**config.mk**
```make
export PLATFORM = sky130hd
export DESIGN_NAME = alu_seq_ctrl
export DESIGN_NICKNAME = d
export VERILOG_FILES = /design/src/rtl/alu_seq_ctrl_pkg.sv /design/src/rtl/alu_seq_ctrl_btn_edge.sv /design/src/rtl/alu_seq_ctrl.sv
export SDC_FILE = /design/constraint.sdc
export NUM_CORES = 1
export LEC_CHECK = 0
export BUFFER_PORTS_ARGS = -buffer_cell sky130_fd_sc_hd__buf_2
export CAP_MARGIN = 15
export CORE_ASPECT_RATIO = 1.4
export CORE_MARGIN = 4
export CORE_UTILIZATION = 53
export CTS_CLUSTER_DIAMETER = 40
export CTS_CLUSTER_SIZE = 20
export DETAILED_ROUTE_END_ITERATION = 16
export PLACE_DENSITY = 0.84
export REMOVE_ABC_BUFFERS = 1
export SLEW_MARGIN = 20
export SYNTH_ARGS = -nofsm -noshare
export SYNTH_HDL_FRONTEND = slang
export SYNTH_SLANG_ARGS = --single-unit
```
**constraint.sdc**
```tcl
create_clock -name clk -period 2.1 [get_ports clk]
set_input_delay 0.315 -clock clk [delete_from_list [all_inputs] [get_ports clk]]
set_output_delay 0.315 -clock clk [all_outputs]
set_load 0.005 [all_outputs]
```
**src/rtl/alu_seq_ctrl_pkg.sv**
```systemverilog
// Shared definitions for the pushbutton-driven ALU sequencer.
// Latency: n/a (constants and a pure helper function only).
// Backpressure: n/a.
// Contents: state encoding, mode limit, WAIT timeout, flag bit positions.
package alu_seq_ctrl_pkg;

  // Sequencer state encoding. Kept as plain constants so that older code
  // which compares against raw 3-bit values still links against it.
  typedef logic [2:0] state_t;
  localparam state_t S_MODE   = 3'd0;
  localparam state_t S_LOAD_A = 3'd1;
  localparam state_t S_LOAD_B = 3'd2;
  localparam state_t S_EXEC   = 3'd3;
  localparam state_t S_WAIT   = 3'd4;
  localparam state_t S_SHOW   = 3'd5;

  // Highest selectable operation; the mode digit wraps back to 0 after it.
  localparam logic [3:0] MODE_MAX = 4'd9;

  // WAIT gives up once the cycle counter reaches this value.
  localparam logic [7:0] TIMEOUT = 8'd255;

  // Bit positions inside the 4-bit {N,Z,C,V} flag word.
  localparam int FLAG_N = 3;
  localparam int FLAG_Z = 2;
  localparam int FLAG_C = 1;
  localparam int FLAG_V = 0;

  // Next mode after a mode press; anything at or above MODE_MAX wraps to 0,
  // so the mode register can never leave the 0..9 range.
  function automatic logic [3:0] mode_next(input logic [3:0] m);
    return (m >= MODE_MAX) ? 4'd0 : m + 4'd1;
  endfunction

endpackage

```
**src/rtl/alu_seq_ctrl_btn_edge.sv**
```systemverilog
// Pushbutton conditioner: 2-flop synchronizer followed by a rising-edge detector.
// Latency: 3 clk from the button going high to the registered one-cycle pulse.
// Backpressure: none; one pulse per press however long the button is held.
// Ports: clk, rst_n (sync, active-low), btn (raw, async), pulse (1-cycle).
module btn_edge (
  input  logic clk,
  input  logic rst_n,
  input  logic btn,
  output logic pulse
);

  logic meta;
  logic sync;
  logic prev;

  always_ff @(posedge clk) begin
    if (!rst_n) begin
      meta  <= 1'b0;
      sync  <= 1'b0;
      prev  <= 1'b0;
      pulse <= 1'b0;
    end else begin
      meta  <= btn;
      sync  <= meta;
      prev  <= sync;
      // Registered so the pulse is glitch-free and lasts exactly one cycle.
      pulse <= sync & ~prev;
    end
  end

endmodule

```
**src/rtl/alu_seq_ctrl.sv**
```systemverilog
// Pushbutton sequencer: pick a mode, load A and B from switches, launch the ALU, show result.
// Latency: 3 clk press-to-pulse, FSM acts on the next edge; WAIT times out 256 clk after alu_start.
// Backpressure: none; presses during EXEC/WAIT and alu_done outside WAIT are dropped.
// Ports: clk, rst_n (sync, active-low), btn_mode/btn_go (raw), sw_operand;
//        alu_op/alu_a/alu_b/alu_start to the ALU, alu_done/alu_result/alu_flags back;
//        result/flags (latched), mode_digit, busy, err (timeout).
module alu_seq_ctrl
  import alu_seq_ctrl_pkg::*;
#(
  parameter int n = 4
) (
  input  logic         clk,
  input  logic         rst_n,
  input  logic         btn_mode,
  input  logic         btn_go,
  input  logic [n-1:0] sw_operand,
  output logic [3:0]   alu_op,
  output logic [n-1:0] alu_a,
  output logic [n-1:0] alu_b,
  output logic         alu_start,
  input  logic         alu_done,
  input  logic [n-1:0] alu_result,
  input  logic [3:0]   alu_flags,
  output logic [n-1:0] result,
  output logic [3:0]   flags,
  output logic [3:0]   mode_digit,
  output logic         busy,
  output logic         err
);

  logic       mode_p;
  logic       go_p;
  state_t     state;
  logic [3:0] mode;
  logic [7:0] cnt;
  logic [7:0] cnt_nxt;

  btn_edge u_mode_edge (
    .clk   (clk),
    .rst_n (rst_n),
    .btn   (btn_mode),
    .pulse (mode_p)
  );

  btn_edge u_go_edge (
    .clk   (clk),
    .rst_n (rst_n),
    .btn   (btn_go),
    .pulse (go_p)
  );

  assign cnt_nxt = cnt + 8'd1;

  always_ff @(posedge clk) begin
    if (!rst_n) begin
      state  <= S_MODE;
      mode   <= '0;
      alu_a  <= '0;
      alu_b  <= '0;
      result <= '0;
      flags  <= '0;
      err    <= 1'b0;
      cnt    <= '0;
    end else begin
      // go is tested first everywhere so it wins over a simultaneous mode press.
      case (state)
        S_MODE: begin
          if (go_p)        state <= S_LOAD_A;
          else if (mode_p) mode  <= mode_next(mode);
        end
        S_LOAD_A: begin
          if (go_p) begin
            alu_a <= sw_operand;
            state <= S_LOAD_B;
          end else if (mode_p) begin
            state <= S_MODE;
          end
        end
        S_LOAD_B: begin
          if (go_p) begin
            alu_b <= sw_operand;
            state <= S_EXEC;
          end else if (mode_p) begin
            state <= S_MODE;
          end
        end
        S_EXEC: begin
          cnt   <= '0;
          err   <= 1'b0;
          state <= S_WAIT;
        end
        S_WAIT: begin
          cnt <= cnt_nxt;
          // A completion in the very cycle the counter reaches TIMEOUT still
          // counts as success, so done is checked before the timeout.
          if (alu_done) begin
            result <= alu_result;
            flags  <= alu_flags;
            state  <= S_SHOW;
          end else if (cnt_nxt == TIMEOUT) begin
            err   <= 1'b1;
            state <= S_SHOW;
          end
        end
        S_SHOW: begin
          if (go_p)        state <= S_LOAD_A;
          else if (mode_p) state <= S_MODE;
        end
        default: state <= S_MODE;
      endcase
    end
  end

  assign alu_op     = mode;
  assign mode_digit = mode;
  // Gated by rst_n so neither strobe is seen while reset is being applied,
  // even before the reset edge has moved the state back to MODE.
  assign alu_start  = rst_n & (state == S_EXEC);
  assign busy       = rst_n & ((state == S_EXEC) | (state == S_WAIT));

endmodule

```
==> results of run 1 <==
==> layout by cell type (no fill, tap or decap), types with 7 or more instances in the layout <==
master / netlist / routed
mux2i_1: 9 / 9
dfxtp_1: 40 / 40
o21ai_0: 8 / 8
a21boi_0: 12 / 12
a21oi_1: 8 / 8
nor2_1: 9 / 8
nand2_1: 25 / 25
nor2b_1: 11 / 11
clkbuf_8: 0 / 7
inv_1: 7 / 7
buf_2: 3 / 43
==> through the flow <==
| stage | setup slack (ns) | cell area, um2 |
|---|---|---|
| 2_1_floorplan | 0.512 | 1780 |
| 3_3_place_gp | 0.462 | 2070 |
| 6_report | 0.133 | 2200 |
| 3_5_place_dp | 0.418 | 2070 |
| 4_1_cts | 0.146 | 2200 |
| 5_1_grt | 0.0183 | 2200 |
==> cell families after synthesis <==
family / count (synthesis) / synth area share [%]
AOI/OAI and AO/OA: 41 / 14.8
xor gates and xnor gates: 5 / 2.31
buffers and inverters: 25 / 7.65
muxes: 9 / 4.75
and+or+nand+nor: 80 / 25.0
adders and majority gates: 5 / 3.30
DFF: 40 / 42.2
==> flip-flops by register name, summed over array words and instances (netlist names) <==
signal / count
cnt: 8
alu_a: 4
alu_b: 4
alu_op: 4
flags: 4
result: 4
state: 3
err: 1
u_go_edge.meta: 1
u_go_edge.prev: 1
u_go_edge.pulse: 1
u_go_edge.sync: 1
u_mode_edge.meta: 1
u_mode_edge.prev: 1
u_mode_edge.pulse: 1
u_mode_edge.sync: 1
==> power groups by stage <==
stage          registers (mW)  logic (mW)  clock network [mW]
2_1_floorplan           0.788      0.0245                   0
3_3_place_gp            0.788      0.0561                   0
3_5_place_dp            0.789      0.0568                   0
4_1_cts                 0.771      0.0574               0.701
5_1_grt                 0.772      0.0644               0.730
6_report                0.771      0.0572               0.684
==> area by class of cell <==
| type | instances | area (um2) | share of cell area, % |
|---|---|---|---|
| Multi-Input combinational cell | 140 | 955 | 43.3 |
| Sequential cell | 40 | 801 | 36.3 |
| Timing Repair Buffer | 47 | 245 | 11.1 |
| Clock buffer | 7 | 96.3 | 4.37 |
| Tap cell | 40 | 50.0 | 2.27 |
| Clock inverter | 1 | 30.0 | 1.36 |
| Inverter | 7 | 26.3 | 1.19 |
==> metal layers <==
metal	vias to the layer above	track usage, %	part of all wire (%)
li1	770	-	-
met1	694	20.9	41
met2	33	29.2	51
met3	10	6.02	5.3
met4	0	8.84	2.7
met5	-	0	0
==> critical path: stages (launching register included) <==
cell and delay, ns:
dfxtp_1 0.57, nand2_1 0.12, or2_2 0.33, a21boi_0 0.19, buf_2 0.14
==> worst paths after layout <==
| check | start | to | cells past startpoint |
|---|---|---|---|
| max | state[1] | busy | 4 |
| min reg2reg | u_mode_edge.prev | u_mode_edge.pulse | 1 |
| max reg2reg | cnt[0] | err | 6 |
| min | btn_go | u_go_edge.meta | 2 |
==> metrics.txt, run 1 <==
outcome=finished clean; syn avg cell area=9.26 um2; Slew Viols, Final=0; critical path class=reg2out; power consumption=approximately 1.5 mW; #FFs+latches synth=40; Filler cells=300; # setup viols final=0; Final min period=between 1.5 and 2 ns; number of synthesized flops with an enable pin=0; GR Overflow Total=0; IO buf count=43; r2r setup slk=0.37 ns; DIE AREA=4620 um2; 1st-iter DRT viols=37; Area Overhead vs Synth=16.1%; Clock Latency Late Sink=around 0.3 ns; Critical Path AT=1.65 ns; post-detail-place hpwl=2650 um; DRT Pass-1 Iters=4; endpoints failing hold=0; vias=1507; Seq pwr share=51.0%; initial antenna violation count=0; Post-synth top cells=40 x dfxtp_1, 25 x nand2_1, 12 x a21boi_0, 11 x nor2b_1; Ports=between 40 and 50; relative slew slack=between 60% and 70%; Synth area leader=dfxtp_1; Critical Path Fanout Max=9; vias in the first global route=1412; max cap viols=0; post-synth top area share=a little over two fifths; overall routed net length=between 3000 and 4000 um; NetSw=between 0.2 and 0.3 mW; WL per Instance=13.4 um; Hold WS=0.227 ns; worst vdd ir=between 0.5 and 0.6 mV; DRC Markers=0; cts repair resizes=0; row cnt=25; P_leak=0.850 nW; yosys warns=0; Pint=1.21 mW; clock buffer count from CTS=5; Worst-Margin Slew=0.574 ns; Antenna Cells=0; Worst-path clk slew=0.08 ns; prevailing post-synth register cell=dfxtp_1; Final nets=263; RD Place Congestion=0.916; critical path launch point type=flip-flop; register area share after synthesis=between 40% and 50%; clk root buf=clkbuf_8; fmax=508 MHz; clock share of power=45.2%; clock buffer depth=2; Cells after Synth=~200; top-count cell post-synth=dfxtp_1; largest net degree at the start of global routing=22; Cell Count, Final, Fillers Out=between 200 and 300; gr usage total=18.0%; vias per cell=5.34; synth unique cells=42; H-tree level count=2; placed insts=274; Power Dens Cells=686 nW/um2; first-pass GRT wire length=6420 um; Final TNS setup=0 ns; unrepaired setup endpoints after global routing=no; Initial Utilization=between 50% and 60%; synth top area cells=dfxtp_1 42%, nand2_1 4.9%, mux2i_1 4.7%; cts hold-fix bufs=0; Die Wd=58.6 um; hold crit path type=in2reg; core area=3410 um2; share of cells above drive strength 1=between 20% and 30%; async set-reset flop share out of synthesis=0%; Die Ht=78.8 um; Final period util=a little over nine tenths; Post-DRT Antenna Nets=0; sw frac=between 10% and 20%; CTS tree=yes; Critical Path RT=1.78 ns; Logic pwr share=3.8%; Max Clock Skew=0.00609 ns; Final Util=64.6%; post-CTS setup buffer count=0; CTS sink cnt=40; synthesized cell area=1900 um2; critical path endpoint category=output port
Note: power is estimated with default switching activity, not from simulation.
==> run 2: changes to the inputs <==
--- a/config.mk
+++ b/config.mk
@@ -5,15 +5,15 @@
 export SDC_FILE = /design/constraint.sdc
 export NUM_CORES = 1
 export LEC_CHECK = 0
-export BUFFER_PORTS_ARGS = -buffer_cell sky130_fd_sc_hd__buf_2
 export CAP_MARGIN = 15
 export CORE_ASPECT_RATIO = 1.4
 export CORE_MARGIN = 4
-export CORE_UTILIZATION = 53
+export CORE_UTILIZATION = 55
 export CTS_CLUSTER_DIAMETER = 40
 export CTS_CLUSTER_SIZE = 20
 export DETAILED_ROUTE_END_ITERATION = 16
-export PLACE_DENSITY = 0.84
+export DONT_BUFFER_PORTS = 1
+export PLACE_DENSITY = 0.75
 export REMOVE_ABC_BUFFERS = 1
 export SLEW_MARGIN = 20
 export SYNTH_ARGS = -nofsm -noshare
==> run 2 against run 1 <==
Net effect:
- global-route usage decreased by 0.62 points
- core utilization shrank 5.8 points
- count of clock-buffer cells in the layout fell by 2
- largest power group unchanged
- largest cell class unchanged
- critical path depth is 1 lower
- worst setup slack better by 0.0076 ns
- fmax grew 0.39%
- clock power is 6.6% lower
- combinational power decreased by 49%
==> metrics.txt, run 2 (synthesis gave the netlist of run 1 again) <==
Antenna Cells=0 (unchanged); Final Util=58.8% (-5.8 points); overall routed net length=3600 um (-4.6%); Hold WS=0.108 ns (-0.120 ns); FF-to-FF Start=cnt[0]; Setup crit end=busy; setup ws final=0.140 ns (+0.00764 ns); Most flops, register=cnt; endpoints failing hold=0 (unchanged); Critical-path top delay cell=dfxtp_1; Critical Path Fanout Max=9 (unchanged); cts hold-fix bufs=0 (unchanged); GR Overflow Total=0 (unchanged); fmax=510 MHz (+0.39%); first-pass GRT wire length=6130 um (-4.4%); most frequent cells in the layout=39 x dfxtp_1, 25 x nand2_1, 12 x a21boi_0, 11 x nor2b_1; hold crit path type=in2reg; Ports=44 (unchanged); Post-DRT Antenna Nets=0 (unchanged); unrepaired setup endpoints after global routing=no; Critical Path AT=1.64 ns (about the same); post-detail-place hpwl=2600 um (-1.8%); final instance area=1970 um2 (-11%); CTS tree=yes; Die Ht=77.5 um (-1.6%); clock buffer count from CTS=5 (unchanged); WL per Instance=15.1 um (+13%); 1st-iter DRT viols=63 (+70%); Reg area=802 um2 (+0.16%); share of cells above drive strength 1=10.1% (-16 points); vias=1383 (-8.2%); critical path class=reg2out; row cnt=25 (unchanged); DRT Pass-1 Iters=4 (unchanged); power consumption=1.44 mW (-4.8%); critical path endpoint category=output port; vias per cell=5.81 (+8.7%); Final nets=219 (-17%); Final min period=1.96 ns (-0.00764 ns); end of the worst register-to-register path=err; CTS sink cnt=40 (unchanged); Filler cells=282 (-6.0%); Cell Count, Final, Fillers Out=238 (-16%); post-CTS setup buffer count=0 (unchanged); P_leak=0.621 nW (-27%); Initial Utilization=56.7% (+1.0 points); r2r setup slk=0.40 ns (+0.03 ns); largest net degree at the start of global routing=39 (+77%); IO buf count=0 (-100%); # setup viols final=0 (unchanged); Final period util=93.3% (-0.36 points); RD Place Congestion=0.793 (-13%); Worst Path Buf+Inv=0 (-1); max cap viols=0 (unchanged); Area Overhead vs Synth=3.69%; Clock Latency Late Sink=0.29 ns (about the same); Worst-Margin Slew=0.425 ns (-0.150 ns); outcome=finished clean; max FFs per register=8 (unchanged); placed insts=230 (-16%); clock buffer depth=2 (unchanged); core area=3350 um2 (-1.8%); Power Dens Cells=732 nW/um2 (+6.6%); most common cell after layout, fill and taps aside=dfxtp_1; Crit path largest cell delay=0.59 ns (+0.02 ns); worst-path cell chain=nand2_1, or2_2, a21boi_0; critical path launch point type=flip-flop; Critical Path RT=1.78 ns (about the same); Worst-path clk slew=0.08 ns (about the same); r2r worst-path depth=6 (unchanged); Critical path origin=state[1]; DIE AREA=4470 um2 (-3.2%); Slew Viols, Final=0 (unchanged); Die Wd=57.7 um (-1.6%); initial antenna violation count=0 (unchanged); relative slew slack=71.5% (+9.8 points); WP depth=3 (-1); DRC Markers=0 (unchanged); dpl cell area=1850 um2 (-11%); largest delay contributor family on the critical path=flip-flops; H-tree level count=2 (unchanged); clk root buf=clkbuf_8; post-place setup slack=0.422 ns (+0.00435 ns); gr usage total=17.4% (-0.62 points); Multi-input gate area=952 um2 (-0.26%); Max Clock Skew=0.00423 ns (-0.00186 ns); Final TNS setup=0 ns (unchanged); worst vdd ir=0.535 mV (-9.8%); vias in the first global route=1359 (-3.8%)
-- run 2: cell type report --
class	instances	area share, %
Multi-Input combinational cell	140	48.4
Tap cell	40	2.54
Sequential cell	40	40.8
Inverter	7	1.34
Clock inverter	3	2.35
Timing Repair Buffer	3	1.14
Clock buffer	5	3.50
-- run 2: how the worst min path moves through the flow --
stage          cells after the start  slack, ns         endpoint            from
2_1_floorplan                      1       0.37  u_go_edge.pulse  u_go_edge.prev
3_3_place_gp                       1       0.37  u_go_edge.pulse  u_go_edge.prev
3_5_place_dp                       1       0.38  u_go_edge.pulse  u_go_edge.prev
4_1_cts                            1       0.10              err        alu_done
5_1_grt                            1       0.10              err        alu_done
6_report                           1       0.11              err        alu_done
-- run 2: layer usage --
metal | global-route usage [%] | vias to the layer above | routed length [um]
met3 | 5.49 | 5 | 295
met1 | 19.3 | 647 | 1420
li1 | - | 684 | -
met2 | 29.9 | 47 | 1840
met4 | 7.42 | 0 | 51
met5 | 0 | - | 0
-- run 2: worst reg2reg max path, stage by stage, from the launching register on --
cell and delay [ns]:
dfxtp_1 0.48, ha_1 0.29, inv_1 0.10, nor3b_2 0.15, o211ai_1 0.11, a211o_1 0.33
o31ai_2 0.16
-- run 2: timing repair --
| action | CTS | global route |
|---|---|---|
| resized for setup | 0 | 1 |
| hold endpoints to repair | 0 | 0 |
| setup endpoints to repair | 0 | 1 |
-- run 2: report_power, final --
group	internal, mW	total (mW)	switching [mW]
Clock	0.358	0.639	0.282
Combinational	0.0164	0.0293	0.0129
Sequential	0.765	0.771	0.00638
==> run 3: changes to the inputs <==
--- a/config.mk
+++ b/config.mk
@@ -8,12 +8,12 @@
 export CAP_MARGIN = 15
 export CORE_ASPECT_RATIO = 1.4
 export CORE_MARGIN = 4
-export CORE_UTILIZATION = 55
+export CORE_UTILIZATION = 35
 export CTS_CLUSTER_DIAMETER = 40
 export CTS_CLUSTER_SIZE = 20
 export DETAILED_ROUTE_END_ITERATION = 16
 export DONT_BUFFER_PORTS = 1
-export PLACE_DENSITY = 0.75
+export PLACE_DENSITY = 0.54
 export REMOVE_ABC_BUFFERS = 1
 export SLEW_MARGIN = 20
 export SYNTH_ARGS = -nofsm -noshare
==> run 3 against run 2 <==
Net effect:
- sequential power is essentially flat
- final cell count grew 11%
- power grew 0.49%
- critical path depth is the same
- flip-flop and latch count is the same
- via count shrank 4.6%
- register-to-register slack lost 0.04 ns
- critical path type unchanged
- highest routed layer unchanged
==> metrics.txt, run 3 (synthesis gave the netlist of run 1 again) <==
share of cells above drive strength 1=10.1% (-0.051 points); Die Ht=95.1 um (+23%); outcome=finished clean; Crit path largest cell delay=0.57 ns (-0.02 ns); Filler cells=553 (+96%); DIE AREA=6680 um2 (+50%); # setup viols final=0 (unchanged); largest net degree at the start of global routing=39 (unchanged); post-detail-place hpwl=2500 um (-3.7%); Multi-input gate area=952 um2 (unchanged); post-place setup slack=0.385 ns (-0.0376 ns); Logic pwr share=2.0% (about the same); Final TNS setup=0 ns (unchanged); 1st-iter DRT viols=83 (+32%); relative slew slack=71.5% (about the same); Post-DRT Antenna Nets=0 (unchanged); clock share of power=44.7% (+0.3 points); sw frac=21.3% (+0.38 points); P_leak=0.626 nW (+0.80%); NetSw=0.308 mW (+2.3%); cts repair resizes=0 (unchanged); first-pass GRT wire length=6040 um (-1.5%); gr usage total=11.3% (-6.1 points); Critical Path AT=1.61 ns (-0.03 ns); Max Clock Skew=0.00271 ns (-0.00152 ns); Most flops, register=cnt; Initial Utilization=36.2% (-20 points); Worst-path clk slew=0.08 ns (about the same); endpoints failing hold=0 (unchanged); Critical Path RT=1.78 ns (about the same); CTS sink cnt=40 (unchanged); Area Overhead vs Synth=5.73%; unrepaired setup endpoints after global routing=no; largest delay contributor family on the critical path=flip-flops; critical path class=reg2out; CTS tree=yes; Reg area=801 um2 (-0.16%); initial antenna violation count=0 (unchanged); DRT Pass-1 Iters=5 (+1); critical path endpoint category=output port; vias in the first global route=1278 (-6.0%); max cap viols=0 (unchanged); core area=5240 um2 (+56%); cts hold-fix bufs=0 (unchanged); hold crit path type=in2reg; Worst Path Buf+Inv=0 (unchanged); clock buffer depth=2 (unchanged); Die Wd=70.2 um (+22%); DRC Markers=0 (unchanged); Slew Viols, Final=0 (unchanged); worst vdd ir=0.385 mV (-28%); post-CTS setup buffer count=0 (unchanged); critical path launch point type=flip-flop; max FFs per register=8 (unchanged); r2r setup slk=0.36 ns (-0.04 ns); WL per Instance=13.6 um (-9.9%); H-tree level count=2 (unchanged); vias per cell=4.98 (-14%); worst-path cell chain=nand2_1, or2_2, a21boi_0; row cnt=31 (+24%); GR Overflow Total=0 (unchanged); Final nets=220 (+0.46%); RD Place Congestion=0.699 (-12%); Clock Latency Late Sink=0.29 ns (about the same); Final period util=91.4% (-1.9 points); clock buffer count from CTS=5 (unchanged); Pint=1.14 mW (about the same); Ports=44 (unchanged); most frequent cells in the layout=40 x dfxtp_1, 25 x nand2_1, 12 x a21boi_0, 11 x nor2b_1; Power Dens Cells=721 nW/um2 (-1.5%); vias=1320 (-4.6%); overall routed net length=3610 um (+0.33%); Antenna Cells=0 (unchanged); Worst-Margin Slew=0.426 ns (+0.00110 ns); Critical-path top delay cell=dfxtp_1; Critical Path Fanout Max=9 (unchanged); setup ws final=0.180 ns (+0.0392 ns); Final min period=1.92 ns (-0.0392 ns); most common cell after layout, fill and taps aside=dfxtp_1; fmax=521 MHz (+2.0%); clk root buf=clkbuf_8; IO buf count=0 (unchanged); power consumption=1.45 mW (+0.49%); Seq pwr share=53.3% (-0.3 points)
run 3: metrics by stage:
stage               utilization [%]  cells  hold slack (ns)  cell area [um2]
global placement               36.1    257            0.372             1890
global route                   38.3    265           0.0949             2010
detailed placement             36.1    257            0.374             1890
CTS                            38.3    265           0.0987             2010
floorplan                         -    187            0.367             1780
finish                         38.3    265            0.110             2010
run 3: layer usage:
layer / up-vias / wire length, um / track usage, %
met1: 608 / 1650 / 13.7
met5: - / 0 / 0
met4: 0 / 72 / 5.75
li1: 685 / - / -
met2: 23 / 1740 / 18.6
met3: 4 / 145 / 2.74
run 3: final cells by class:
class | count | share of cell area [%]
Tap cell | 66 | 4.11
Multi-Input combinational cell | 140 | 47.4
Clock inverter | 3 | 2.31
Timing Repair Buffer | 4 | 1.50
Inverter | 7 | 1.31
Clock buffer | 5 | 3.43
Sequential cell | 40 | 39.9
run 3: final timing paths:
check,to,startpoint,cells after the start
min reg2reg,u_mode_edge.pulse,u_mode_edge.prev,1
max reg2reg,err,cnt[0],6
min,err,alu_done,1
max,busy,state[1],3
run 3: power groups by stage:
| stage | combinational [mW] | clock [mW] | sequential, mW |
|---|---|---|---|
| after global placement | 0.0290 | 0 | 0.789 |
| final | 0.0290 | 0.647 | 0.771 |
| after CTS | 0.0293 | 0.671 | 0.771 |
| after detailed placement | 0.0290 | 0 | 0.789 |
| after floorplan | 0.0245 | 0 | 0.788 |
| after global routing | 0.0323 | 0.704 | 0.773 |
